$ cat config.mk
export PLATFORM = sky130hd
export DESIGN_NAME = fib_engine_flat
export DESIGN_NICKNAME = d
export VERILOG_FILES = /design/src/rtl/fib_engine_if.sv /design/src/rtl/fib_engine.sv /design/src/flat_wrapper.sv
export SDC_FILE = /design/constraint.sdc
export NUM_CORES = 1
export LEC_CHECK = 0
export CORE_MARGIN = 1.5
export CORE_UTILIZATION = 58
export DETAILED_ROUTE_END_ITERATION = 8
export GPL_TIMING_DRIVEN = 0
export HOLD_SLACK_MARGIN = 0.05
export PLACE_DENSITY = 0.89
export SYNTH_ARGS = -nofsm -noshare
export SYNTH_HDL_FRONTEND = slang
export SYNTH_SLANG_ARGS = --single-unit
$ cat constraint.sdc
create_clock -name clock -period 3.11 [get_ports clock]
set_input_delay 0.311 -clock clock [delete_from_list [all_inputs] [get_ports clock]]
set_output_delay 0.311 -clock clock [all_outputs]
set_load 0.005 [all_outputs]
$ cat src/rtl/fib_engine_if.sv
// Request/response bundle for fib_engine: index request in, F(n) plus overflow flag out.
// Both directions use valid/ready; busy is status only.
interface fib_engine_if #(
   parameter int WIDTH = 32,
   parameter int IDX_W = 6
);
   logic             req_valid;
   logic             req_ready;
   logic [IDX_W-1:0] req_index;
   logic             rsp_valid;
   logic             rsp_ready;
   logic [WIDTH-1:0] rsp_value;
   logic             rsp_overflow;
   logic             busy;

   modport slave (
      input  req_valid, req_index, rsp_ready,
      output req_ready, rsp_valid, rsp_value, rsp_overflow, busy
   );

   modport master (
      output req_valid, req_index, rsp_ready,
      input  req_ready, rsp_valid, rsp_value, rsp_overflow, busy
   );
endinterface

$ cat src/rtl/fib_engine.sv
// Iterative Fibonacci engine: F(n) mod 2^WIDTH with a sticky overflow flag, one term per cycle.
// Latency n+1 cycles from accept to rsp_valid; result held in HOLD until rsp_ready, no request accepted meanwhile.
module fib_engine #(
   parameter int WIDTH = 32,
   parameter int IDX_W = 6
) (
   input  logic         clock,
   input  logic         reset,
   fib_engine_if.slave  bus
);
   typedef enum logic [1:0] {IDLE, RUN, HOLD} state_t;

   state_t           state, state_nxt;
   logic             rdy_q;
   logic [WIDTH-1:0] prev, curr, value_q;
   logic             ovf_prev, ovf_curr, ovf_q;
   logic [IDX_W-1:0] cnt, n_reg;
   logic [WIDTH:0]   sum;
   logic             accept, last;

   assign accept = bus.req_valid && rdy_q;
   assign last   = (cnt == n_reg);
   assign sum    = {1'b0, curr} + {1'b0, prev};

   always_comb begin
      state_nxt = state;
      case (state)
         IDLE:    if (accept) state_nxt = RUN;
         RUN:     if (last) state_nxt = HOLD;
         HOLD:    if (bus.rsp_ready) state_nxt = IDLE;
         default: state_nxt = IDLE;
      endcase
   end

   // req_ready is registered so it stays low while reset is held
   always_ff @(posedge clock) begin
      if (reset) begin
         state <= IDLE;
         rdy_q <= 1'b0;
      end else begin
         state <= state_nxt;
         rdy_q <= (state_nxt == IDLE);
      end
   end

   always_ff @(posedge clock) begin
      if (reset) begin
         prev     <= '0;
         curr     <= '0;
         ovf_prev <= 1'b0;
         ovf_curr <= 1'b0;
         cnt      <= '0;
         n_reg    <= '0;
         value_q  <= '0;
         ovf_q    <= 1'b0;
      end else if (state == IDLE) begin
         if (accept) begin
            n_reg    <= bus.req_index;
            prev     <= '0;
            curr     <= WIDTH'(1);
            ovf_prev <= 1'b0;
            ovf_curr <= 1'b0;
            cnt      <= '0;
         end
      end else if (state == RUN) begin
         if (last) begin
            value_q <= prev;
            ovf_q   <= ovf_prev;
         end else begin
            prev     <= curr;
            curr     <= sum[WIDTH-1:0];
            ovf_prev <= ovf_curr;
            // overflow is sticky: a wrapped term taints every later term
            ovf_curr <= ovf_curr | ovf_prev | sum[WIDTH];
            cnt      <= cnt + IDX_W'(1);
         end
      end
   end

   assign bus.req_ready    = rdy_q;
   assign bus.rsp_valid    = (state == HOLD);
   assign bus.rsp_value    = value_q;
   assign bus.rsp_overflow = ovf_q;
   assign bus.busy         = (state != IDLE);
endmodule

$ cat src/flat_wrapper.sv
// flat-port wrapper written by rule: the top's interface ports become plain ports
module fib_engine_flat 
#(
   parameter int WIDTH = 32,
   parameter int IDX_W = 6
)
  (clock, reset, bus_req_valid, bus_req_index, bus_rsp_ready, bus_req_ready, bus_rsp_valid, bus_rsp_value, bus_rsp_overflow, bus_busy);
  fib_engine_if #(.WIDTH(WIDTH), .IDX_W(IDX_W)) bus_i ();
  input  logic clock;
  input  logic reset;
  input wire logic [$bits(bus_i.req_valid)-1:0] bus_req_valid;
  input wire logic [$bits(bus_i.req_index)-1:0] bus_req_index;
  input wire logic [$bits(bus_i.rsp_ready)-1:0] bus_rsp_ready;
  output wire logic [$bits(bus_i.req_ready)-1:0] bus_req_ready;
  output wire logic [$bits(bus_i.rsp_valid)-1:0] bus_rsp_valid;
  output wire logic [$bits(bus_i.rsp_value)-1:0] bus_rsp_value;
  output wire logic [$bits(bus_i.rsp_overflow)-1:0] bus_rsp_overflow;
  output wire logic [$bits(bus_i.busy)-1:0] bus_busy;
  assign bus_i.req_valid = bus_req_valid;
  assign bus_i.req_index = bus_req_index;
  assign bus_i.rsp_ready = bus_rsp_ready;
  assign bus_req_ready = bus_i.req_ready;
  assign bus_rsp_valid = bus_i.rsp_valid;
  assign bus_rsp_value = bus_i.rsp_value;
  assign bus_rsp_overflow = bus_i.rsp_overflow;
  assign bus_busy = bus_i.busy;
  fib_engine #(.WIDTH(WIDTH), .IDX_W(IDX_W)) u_core (.clock(clock), .reset(reset), .bus(bus_i));
endmodule
== Word-level counts from Yosys, hierarchy flattened ==
Cells that the tools add are included.

* Memory bits (writable): 0
* Memories: 0
* Latch bits: 0
* Bits of input ports: 10
* Bits in read-only memories: 0
* Output and inout port bits: 36
* Register bits: 114
* Logic and storage cells: 51

* Multiplexer cells: 23
* Bitwise logic cells: 3
* Eq/ne operators: 5
* Reductions and logical operators: 8
* Shift operators: 0
* $add $sub $neg: 2
* $mul: 0
* Div/mod/pow operators: 0
* Magnitude comparators: 0

{| class="wikitable"
|+ Operator list
! kind !! count
|-
| two-way mux 32 bit || 8
|-
| adder 32 x 32 -> 33 bit || 1
|-
| two-way mux 6 bit || 4
|-
| two-way mux 1 bit || 7
|-
| adder 6 x 1 -> 6 bit (second input constant) || 1
|-
| equality test 6 bit || 1
|-
| two-way mux 2 bit || 3
|-
| case mux 2 bit (3 select lines) || 1
|-
| AND reduction 3 bit || 2
|-
| zero test 2 bit || 2
|-
| nonzero test 2 bit || 2
|-
| equality test 2 x 1 -> 1 bit (second input constant) || 1
|-
| equality test 2 bit (second input constant) || 1
|-
| != test 2 x 1 -> 1 bit (second input constant) || 1
|-
| != test 2 bit (second input constant) || 1
|-
| OR 1 bit || 2
|-
| AND reduction 2 bit || 1
|-
| logical AND 1 bit || 1
|-
| NOT 1 bit || 1
|}

== Logic depth before layout (Yosys ltp) ==
Gate-level depths: netlist of the first run.

* Word-level depth: 5
* Gate-level depth with buffers: 11
* Depth with buffers taken out: 11

== Least setup slack after synthesis of the first run ==
No wires, ideal clock.

* Path kind: register -> register
* Start: register u_core.curr[0]
* End: register u_core.curr[26]
* Cell stages (with the launch flop): 12
* Clock period less this slack: 2.424 ns
* Data required time: 2.993 ns
* Setup slack: 0.686 ns
* Path buffers: 0
* Arrival time: 2.306 ns
* Setup time: 0.117 ns
* Cells stage by stage: dfxtp_1 > ha_1 > inv_1 > fa_1 > nand2b_1 > a21oi_1 > o21ai_2 > a211oi_4 > o31ai_4 > a21boi_1 > o21ai_0 > a32o_1

* Longest elaborated chain between the ends: 4

{| class="wikitable"
|+ Ends and longest elaborated chain
! item !! line !! RTL
|-
| from (decl) || fib_engine.sv:15 || <nowiki>logic [WIDTH-1:0] prev, curr, value_q;</nowiki>
|-
| from (signal assigned) || fib_engine.sv:71 || <nowiki>curr <= sum[WIDTH-1:0];</nowiki>
|-
| adder 32 x 32 -> 33 bit || fib_engine.sv:23 || <nowiki>assign sum = {1'b0, curr} + {1'b0, prev};</nowiki>
|-
| two-way mux 32 bit || fib_engine.sv:66 || <nowiki>if (last) begin</nowiki>
|-
| two-way mux 32 bit || fib_engine.sv:65 || <nowiki>end else if (state == RUN) begin</nowiki>
|-
| two-way mux 32 bit || fib_engine.sv:56 || <nowiki>end else if (state == IDLE) begin</nowiki>
|}

Every way passes these cells. The select of a mux whose other input is x is not followed.
A chain may end at the register's enable or synchronous reset.

== Worst setup path after layout of the first run ==
* Start: register u_core.prev[0]
* End: register u_core.curr[26]

* Longest elaborated chain between the ends: 4

{| class="wikitable"
|+ Ends and longest elaborated chain
! item !! line !! RTL
|-
| from (decl) || fib_engine.sv:15 ||
|-
| from (signal assigned) || fib_engine.sv:70 || <nowiki>prev <= curr;</nowiki>
|-
| adder 32 x 32 -> 33 bit || fib_engine.sv:23 ||
|-
| two-way mux 32 bit || fib_engine.sv:66 ||
|-
| two-way mux 32 bit || fib_engine.sv:65 ||
|-
| two-way mux 32 bit || fib_engine.sv:56 ||
|}

Every way passes these cells. The select of a mux whose other input is x is not followed.

==> summary.md, run 1 <==
| Metric | Value |
|---|---|
| Cell Rows | `36` |
| CTS Hold Bufs | `0` |
| Port-buffer cells | `45` |
| Largest vdd supply drop | `0.000381 V` |
| Number of global-route vias before repair | `5198` |
| CTS tree | `done` |
| Post-Syn Area per Cell | `8.29 sq um` |
| Area after DPL | `between 6000 and 7000 sq um` |
| Ports | `46` |
| Final worst slack | `about 0.33 ns` |
| Clock skew | `0.00782 ns` |
| CP Max Fanout | `3` |
| H-tree Lvls | `4` |
| Placed cell count | `roughly 880` |
| Final Max Slew Viols | `0` |
| Syn Nets | `742` |
| Post-synthesis cell area | `~5800 sq um` |
| Clock tree buffer depth | `2` |
| Pwr Density | `roughly 500 nW/um^2` |
| Antenna violations before repair | `0` |
| CTS buffer count | `17` |
| Die X | `about 100 microns` |
| Status | `completed` |
| Leakage power | `between 2 and 3 nW` |
| Number of distinct library cells after synthesis | `54` |
| Fmax | `around 0.36 GHz` |
| DR iter-0 viols | `330` |
| DR vias/cell | `5.90` |
| Clk sinks | `roughly 110` |
| Starting Density | `0.595` |
| Area of the core | `just under 10000 sq um` |
| Via count | `5332` |
| Max stage delay on crit path | `about 0.39 ns` |
| Post-synth EDFFs | `0` |
| Final instance area | `6960 sq um` |
| Unrepaired setup endpoints after global routing | `no` |
| Post-Layout Cell Count | `about 900` |
| Crit Path Class | `flop to flop` |
| Detail Route Antenna Nets | `0` |
| Critical Path Start Type | `flop` |
| Die area | `about 11000 sq um` |
| TNS Setup | `0 ns` |
| Cts repair resizes | `0` |
| GR Overflow Total | `0` |
| HP Class | `primary input to flop` |
| Setup Viol. Count Final | `0` |
| Clock-pin slew on the worst setup and hold paths | `approximately 0.050 ns` |
| TritonRoute pass-1 iters | `5` |
| Period utilisation layout | `0.895` |
| Gr usage total | `0.291` |
| Slew margin rel. | `0.595` |
| Max Cap Viol | `0` |
| HPWL Detailed | `about 10 mm` |
| FFs w/ async S/R, synth | `0` |
| Final WL | `between 10 and 15 mm` |
| Antenna cells | `0` |
| Register-to-Register Path Depth | `11` |
| #FFs+latches synth | `114` |
| Synth Instances | `698` |
| Required @ worst endpoint | `~3.5 ns` |
| Crit-path cells | `ha_1 > inv_1 > fa_1 > nand2b_1 > a21oi_1 > o21ai_2 > a211oi_4 > o31ai_4 > a21boi_1 > o21ai_0 > a32o_1` |
| Slowest CP cell | `fa_1` |
| WHS Path Cells | `3` |
| HP Start | `bus_req_index[2]` |
| Seq/Total Area, Yosys | `0.395` |
| Hold Crit Endpoint | `u_core.n_reg[2]` |
| Layout cells sized above 1 | `0.0623` |
| Yosys warns | `0` |
| Largest net degree at the start of global routing | `17` |
| First-pass GRT wire length | `23.8 mm` |
| Final worst path period need | `~2.8 ns` |
| Crit. End Element | `flop` |
| Area delta synth->final | `20.3%` |
| Main synth FF type | `dfxtp_1` |
| Worst r2r dst | `u_core.curr[26]` |
| # DRC | `0` |
| Nets | `around 810` |
| Chip Height | `103 microns` |
| Slew @ Worst Pin | `between 0.6 and 0.7 ns` |
| Final-layout fill cell count | `between 700 and 800` |
| R2R setup slack | `between 0.3 and 0.4 ns` |
| Setup repair bufs after CTS | `0` |
| Clock Latency Late Sink | `approximately 0.52 ns` |
| CTS Root Cell | `clkbuf_8` |
| WP data arrival | `around 3.2 ns` |
| R2r startpoint | `u_core.prev[0]` |
| Routability Congestion | `about 0.97` |
| Dpl ws | `around 0.38 ns` |
| Final Hold Vio Count | `0` |
| DR WL/cell | `roughly 16 microns` |
-- placed cells by master, fill, tap and decap left out, types with 10 or more instances in the layout --
cell type / instances
dfxtp_1: 114
nand2_1: 94
a21oi_1: 87
nor2_1: 70
nand3_1: 47
clkdlybuf4s50_1: 45
mux2i_1: 34
ha_1: 33
clkbuf_1: 31
o21ai_0: 22
xor2_1: 21
clkbuf_16: 16
nor3_1: 13
inv_1: 12
a21o_1: 12
o21ai_1: 10
xnor2_1: 10
-- logic make-up after synthesis --
group / after synthesis / share of synthesized area
muxes: 35 / 0.0614
xor gates and xnor gates: 31 / 0.0469
and+or+nand+nor: 262 / 0.201
AOI/OAI and AO/OA: 176 / 0.189
DFF: 114 / 0.395
adders and majority gates: 34 / 0.0748
buffers and inverters: 46 / 0.0322
-- critical path: cells and delay by family, from the launching register on --
kind / cells / cell delay (ns)
AOI/OAI and AO/OA: 7 / 1.44
adders and majority gates: 2 / 0.61
DFF: 1 / 0.37
and+or+nand+nor: 1 / 0.18
buffers and inverters: 1 / 0.07
-- routing by layer --
layer,vias up,routed length (microns),global-route usage
met5,-,0,0
li1,2593,-,-
met1,2523,6110,0.333
met4,0,352,0.141
met3,40,787,0.0712
met2,176,7170,0.508
-- power breakdown --
part | switching (mW) | total, mW | internal (mW)
Combinational | 0.139 | 0.196 | 0.0573
Sequential | 0.00887 | 1.48 | 1.47
Clock | 0.633 | 1.87 | 1.24
Total | 0.781 | 3.55 | 2.77
-- layout make-up --
type,count,area [sq um],share of cell area
Clock buffer,21,449,0.0645
Timing Repair Buffer,45,450,0.0647
Buffer,34,141,0.0203
Inverter,12,45.0,0.00647
Multi-Input combinational cell,538,3320,0.476
Clock inverter,7,110,0.0158
Sequential cell,114,2280,0.328
Tap cell,133,166,0.0239
-- worst max-delay path by stage --
stage	startpoint	end	slack (ns)	cells after the start
after detailed placement	u_core.prev[0]	u_core.curr[26]	0.38	11
final	u_core.prev[0]	u_core.curr[26]	0.33	11
after global routing	u_core.prev[0]	u_core.curr[26]	0.23	11
after floorplan	u_core.curr[0]	u_core.curr[26]	0.69	11
after global placement	u_core.prev[0]	u_core.curr[26]	0.42	11
after CTS	u_core.prev[0]	u_core.curr[26]	0.34	11
-- per-stage QoR --
step | hold slack, ns | util | power (mW)
after floorplan | 0.443 | - | 1.63
after global placement | 0.456 | 0.658 | 1.69
after detailed placement | 0.462 | 0.658 | 1.70
after CTS | 0.333 | 0.715 | 3.56
after global routing | 0.334 | 0.715 | 3.64
final | 0.338 | 0.715 | 3.55
-- synth_stat cells (all sizes together) (2+ instances only) --
library cell  number  area share
nand4              7      0.0076
a21o              12       0.016
xnor2             10       0.015
and3               5      0.0054
a21boi             3      0.0039
buf                5      0.0056
o21a               2      0.0026
a211oi             3      0.0069
dfxtp            114        0.39
inv               12      0.0078
nand2b             7      0.0076
a31oi              8      0.0097
mux2i             34       0.059
o21ai             33       0.029
nand2             94       0.061
o211ai             7      0.0091
nor2b              4      0.0043
nand3             48       0.042
a32o               2      0.0035
ha                33       0.071
nor2              73       0.049
a21oi             90       0.080
o211a              2      0.0035
and2               3      0.0032
nor3              13       0.011
xor2              21       0.032
o21bai             5      0.0071
clkbuf            29       0.019
or3                5      0.0054
No activity file was read; power rests on OpenSTA's default activity.
==> inputs of run 2 (changes only) <==
--- a/config.mk
+++ b/config.mk
@@ -5,11 +5,13 @@
 export SDC_FILE = /design/constraint.sdc
 export NUM_CORES = 1
 export LEC_CHECK = 0
+export CAP_MARGIN = 0
 export CORE_MARGIN = 1.5
 export CORE_UTILIZATION = 58
 export DETAILED_ROUTE_END_ITERATION = 8
 export GPL_TIMING_DRIVEN = 0
 export HOLD_SLACK_MARGIN = 0.05
+export MAX_ROUTING_LAYER = met4
 export PLACE_DENSITY = 0.89
 export SYNTH_ARGS = -nofsm -noshare
 export SYNTH_HDL_FRONTEND = slang
==> run 2 against run 1 <==
Against the previous run: non-clock buffer count did not move; routed wire length barely moved; fmax fell by 1.4%; via count fell by 0.58%; critical endpoint unchanged; largest power group unchanged.
==> summary.md, run 2 (same netlist as run 1, synthesis figures left out) <==
| Metric | Value |
|---|---|
| Status | `completed` |
| Crit Path Class | `flop to flop` |
| Dpl ws | `0.373 ns (-0.0121 ns)` |
| Largest net degree at the start of global routing | `17 (unchanged)` |
| Critical Path Start Type | `flop` |
| Commonest non-fill, non-tap cells in the layout | `114 x dfxtp_1, 94 x nand2_1, 87 x a21oi_1` |
| Final worst slack | `0.285 ns (-0.0402 ns)` |
| Final worst path period need | `2.83 ns (+0.0402 ns)` |
| Placed cell count | `876 (unchanged)` |
| CTS Hold Bufs | `0 (unchanged)` |
| DR vias/cell | `5.85 (-0.80%)` |
| Clock skew | `0.00687 ns (-0.000949 ns)` |
| Setup repair bufs after CTS | `0 (unchanged)` |
| Register-to-Register Path Depth | `11 (unchanged)` |
| Period utilisation layout | `0.908 (+0.0129)` |
| Ports | `46 (unchanged)` |
| Clock-pin slew on the worst setup and hold paths | `0.06 ns (about the same)` |
| WP data arrival | `3.25 ns (+0.05 ns)` |
| Max Cap Viol | `0 (unchanged)` |
| Cell Rows | `36 (unchanged)` |
| H-tree Lvls | `4 (unchanged)` |
| CTS tree | `done` |
| HPWL Detailed | `10.2 mm (-0.11%)` |
| Slew margin rel. | `0.565 (-0.0304)` |
| Antenna cells | `0 (unchanged)` |
| Worst r2r dst | `u_core.curr[26]` |
| Die X | `103 microns (unchanged)` |
| Antenna violations before repair | `0 (unchanged)` |
| GR Overflow Total | `0 (unchanged)` |
| HP Class | `primary input to flop` |
| CP endpoint | `u_core.curr[26]` |
| R2R setup slack | `0.28 ns (-0.04 ns)` |
| Required @ worst endpoint | `3.54 ns (+0.02 ns)` |
| First-pass GRT wire length | `23.9 mm (+0.76%)` |
| TritonRoute pass-1 iters | `5 (unchanged)` |
| Clock Latency Late Sink | `0.53 ns (about the same)` |
| Chip Height | `103 microns (unchanged)` |
| Layout cells sized above 1 | `0.0634 (+0.00113)` |
| Final Hold Vio Count | `0 (unchanged)` |
| Slew @ Worst Pin | `0.653 ns (+0.0456 ns)` |
| Final WL | `14.4 mm (about the same)` |
| Final-layout fill cell count | `774 (+1.2%)` |
| DR iter-0 viols | `331 (+0.30%)` |
| Leakage power | `2.72 nW (-0.32%)` |
| Gr usage total | `0.304 (+0.0133)` |
| Pwr Density | `496 nW/um^2 (-2.6%)` |
| Final Max Slew Viols | `0 (unchanged)` |
| Final instance area | `6940 sq um (-0.34%)` |
| Clk sinks | `114 (unchanged)` |
| Post-Layout Cell Count | `906 (+0.22%)` |
| CTS Root Cell | `clkbuf_8` |
| Commonest non-fill, non-tap cell in the layout | `dfxtp_1` |
| Port-buffer cells | `45 (unchanged)` |
| TNS Setup | `0 ns (unchanged)` |
| R2r startpoint | `u_core.prev[0]` |
| CP startpoint | `u_core.prev[0]` |
| Cts repair resizes | `0 (unchanged)` |
| Nets | `806 (unchanged)` |
| Clock tree buffer depth | `2 (unchanged)` |
| Crit. End Element | `flop` |
| Via count | `5301 (-0.58%)` |
| DR WL/cell | `15.9 microns (-0.15%)` |
| Die area | `10600 sq um (unchanged)` |
| Area delta synth->final | `19.9%` |
| CP Max Fanout | `3 (unchanged)` |
| Largest vdd supply drop | `0.000522 V (+37%)` |
| Area of the core | `9730 sq um (unchanged)` |
| Area after DPL | `6400 sq um (unchanged)` |
| Detail Route Antenna Nets | `0 (unchanged)` |
| Routability Congestion | `0.961 (-0.68%)` |
| Starting Density | `0.595 (unchanged)` |
| Footprint of the multi-input gates | `3320 sq um (unchanged)` |
| # DRC | `0 (unchanged)` |
| Setup Viol. Count Final | `0 (unchanged)` |
| Unrepaired setup endpoints after global routing | `no` |
| Number of global-route vias before repair | `5200 (+0.038%)` |
| Fmax | `0.354 GHz (-1.4%)` |
| Reg area | `2280 sq um (unchanged)` |
| CTS buffer count | `17 (unchanged)` |
-- run 2: worst min path at each step --
stage | startpoint | endpoint | slack (ns) | cells after the start
2_1_floorplan | u_core.curr[30] | u_core.curr[30] | 0.44 | 2
3_3_place_gp | u_core.curr[30] | u_core.curr[30] | 0.46 | 2
3_5_place_dp | u_core.curr[30] | u_core.curr[30] | 0.46 | 2
4_1_cts | bus_req_index[3] | u_core.n_reg[3] | 0.32 | 3
5_1_grt | bus_req_index[2] | u_core.n_reg[2] | 0.34 | 3
6_report | bus_req_index[3] | u_core.n_reg[3] | 0.33 | 3
-- run 2: power breakdown --
part	switching, mW	leakage [nW]	internal (mW)
logic	0.138	1.53	0.0572
registers	0.00925	0.919	1.47
clock network	0.641	0.270	1.13
-- run 2: routing by layer --
layer | vias up | global-route usage | part of all wire
met4 | 0 | 0.168 | 0.033
met5 | - | - | 0
met1 | 2497 | 0.343 | 0.42
li1 | 2585 | - | -
met3 | 54 | 0.0759 | 0.058
met2 | 165 | 0.494 | 0.49
-- run 2: cell type report --
class	count	share of cell area
Buffer	34	0.0204
Clock inverter	6	0.00794
Clock buffer	24	0.0693
Inverter	12	0.00649
Timing Repair Buffer	45	0.0649
Tap cell	133	0.0240
Multi-Input combinational cell	538	0.478
Sequential cell	114	0.329
-- run 2: stage by stage --
stage | hold WS [ns] | utilization | power (mW)
3_3_place_gp | 0.456 | 0.658 | 1.70
6_report | 0.328 | 0.713 | 3.44
3_5_place_dp | 0.462 | 0.658 | 1.70
4_1_cts | 0.317 | 0.713 | 3.45
5_1_grt | 0.342 | 0.713 | 3.54
2_1_floorplan | 0.443 | - | 1.63
-- run 2: worst max-delay path: stages (launching register included) --
cell,delay [ns]
dfxtp_1,0.38
ha_1,0.23
inv_1,0.07
fa_1,0.40
nand2b_1,0.19
a21oi_1,0.28
o21ai_2,0.16
a211oi_4,0.34
o31ai_4,0.13
a21boi_1,0.19
o21ai_0,0.10
a32o_1,0.26
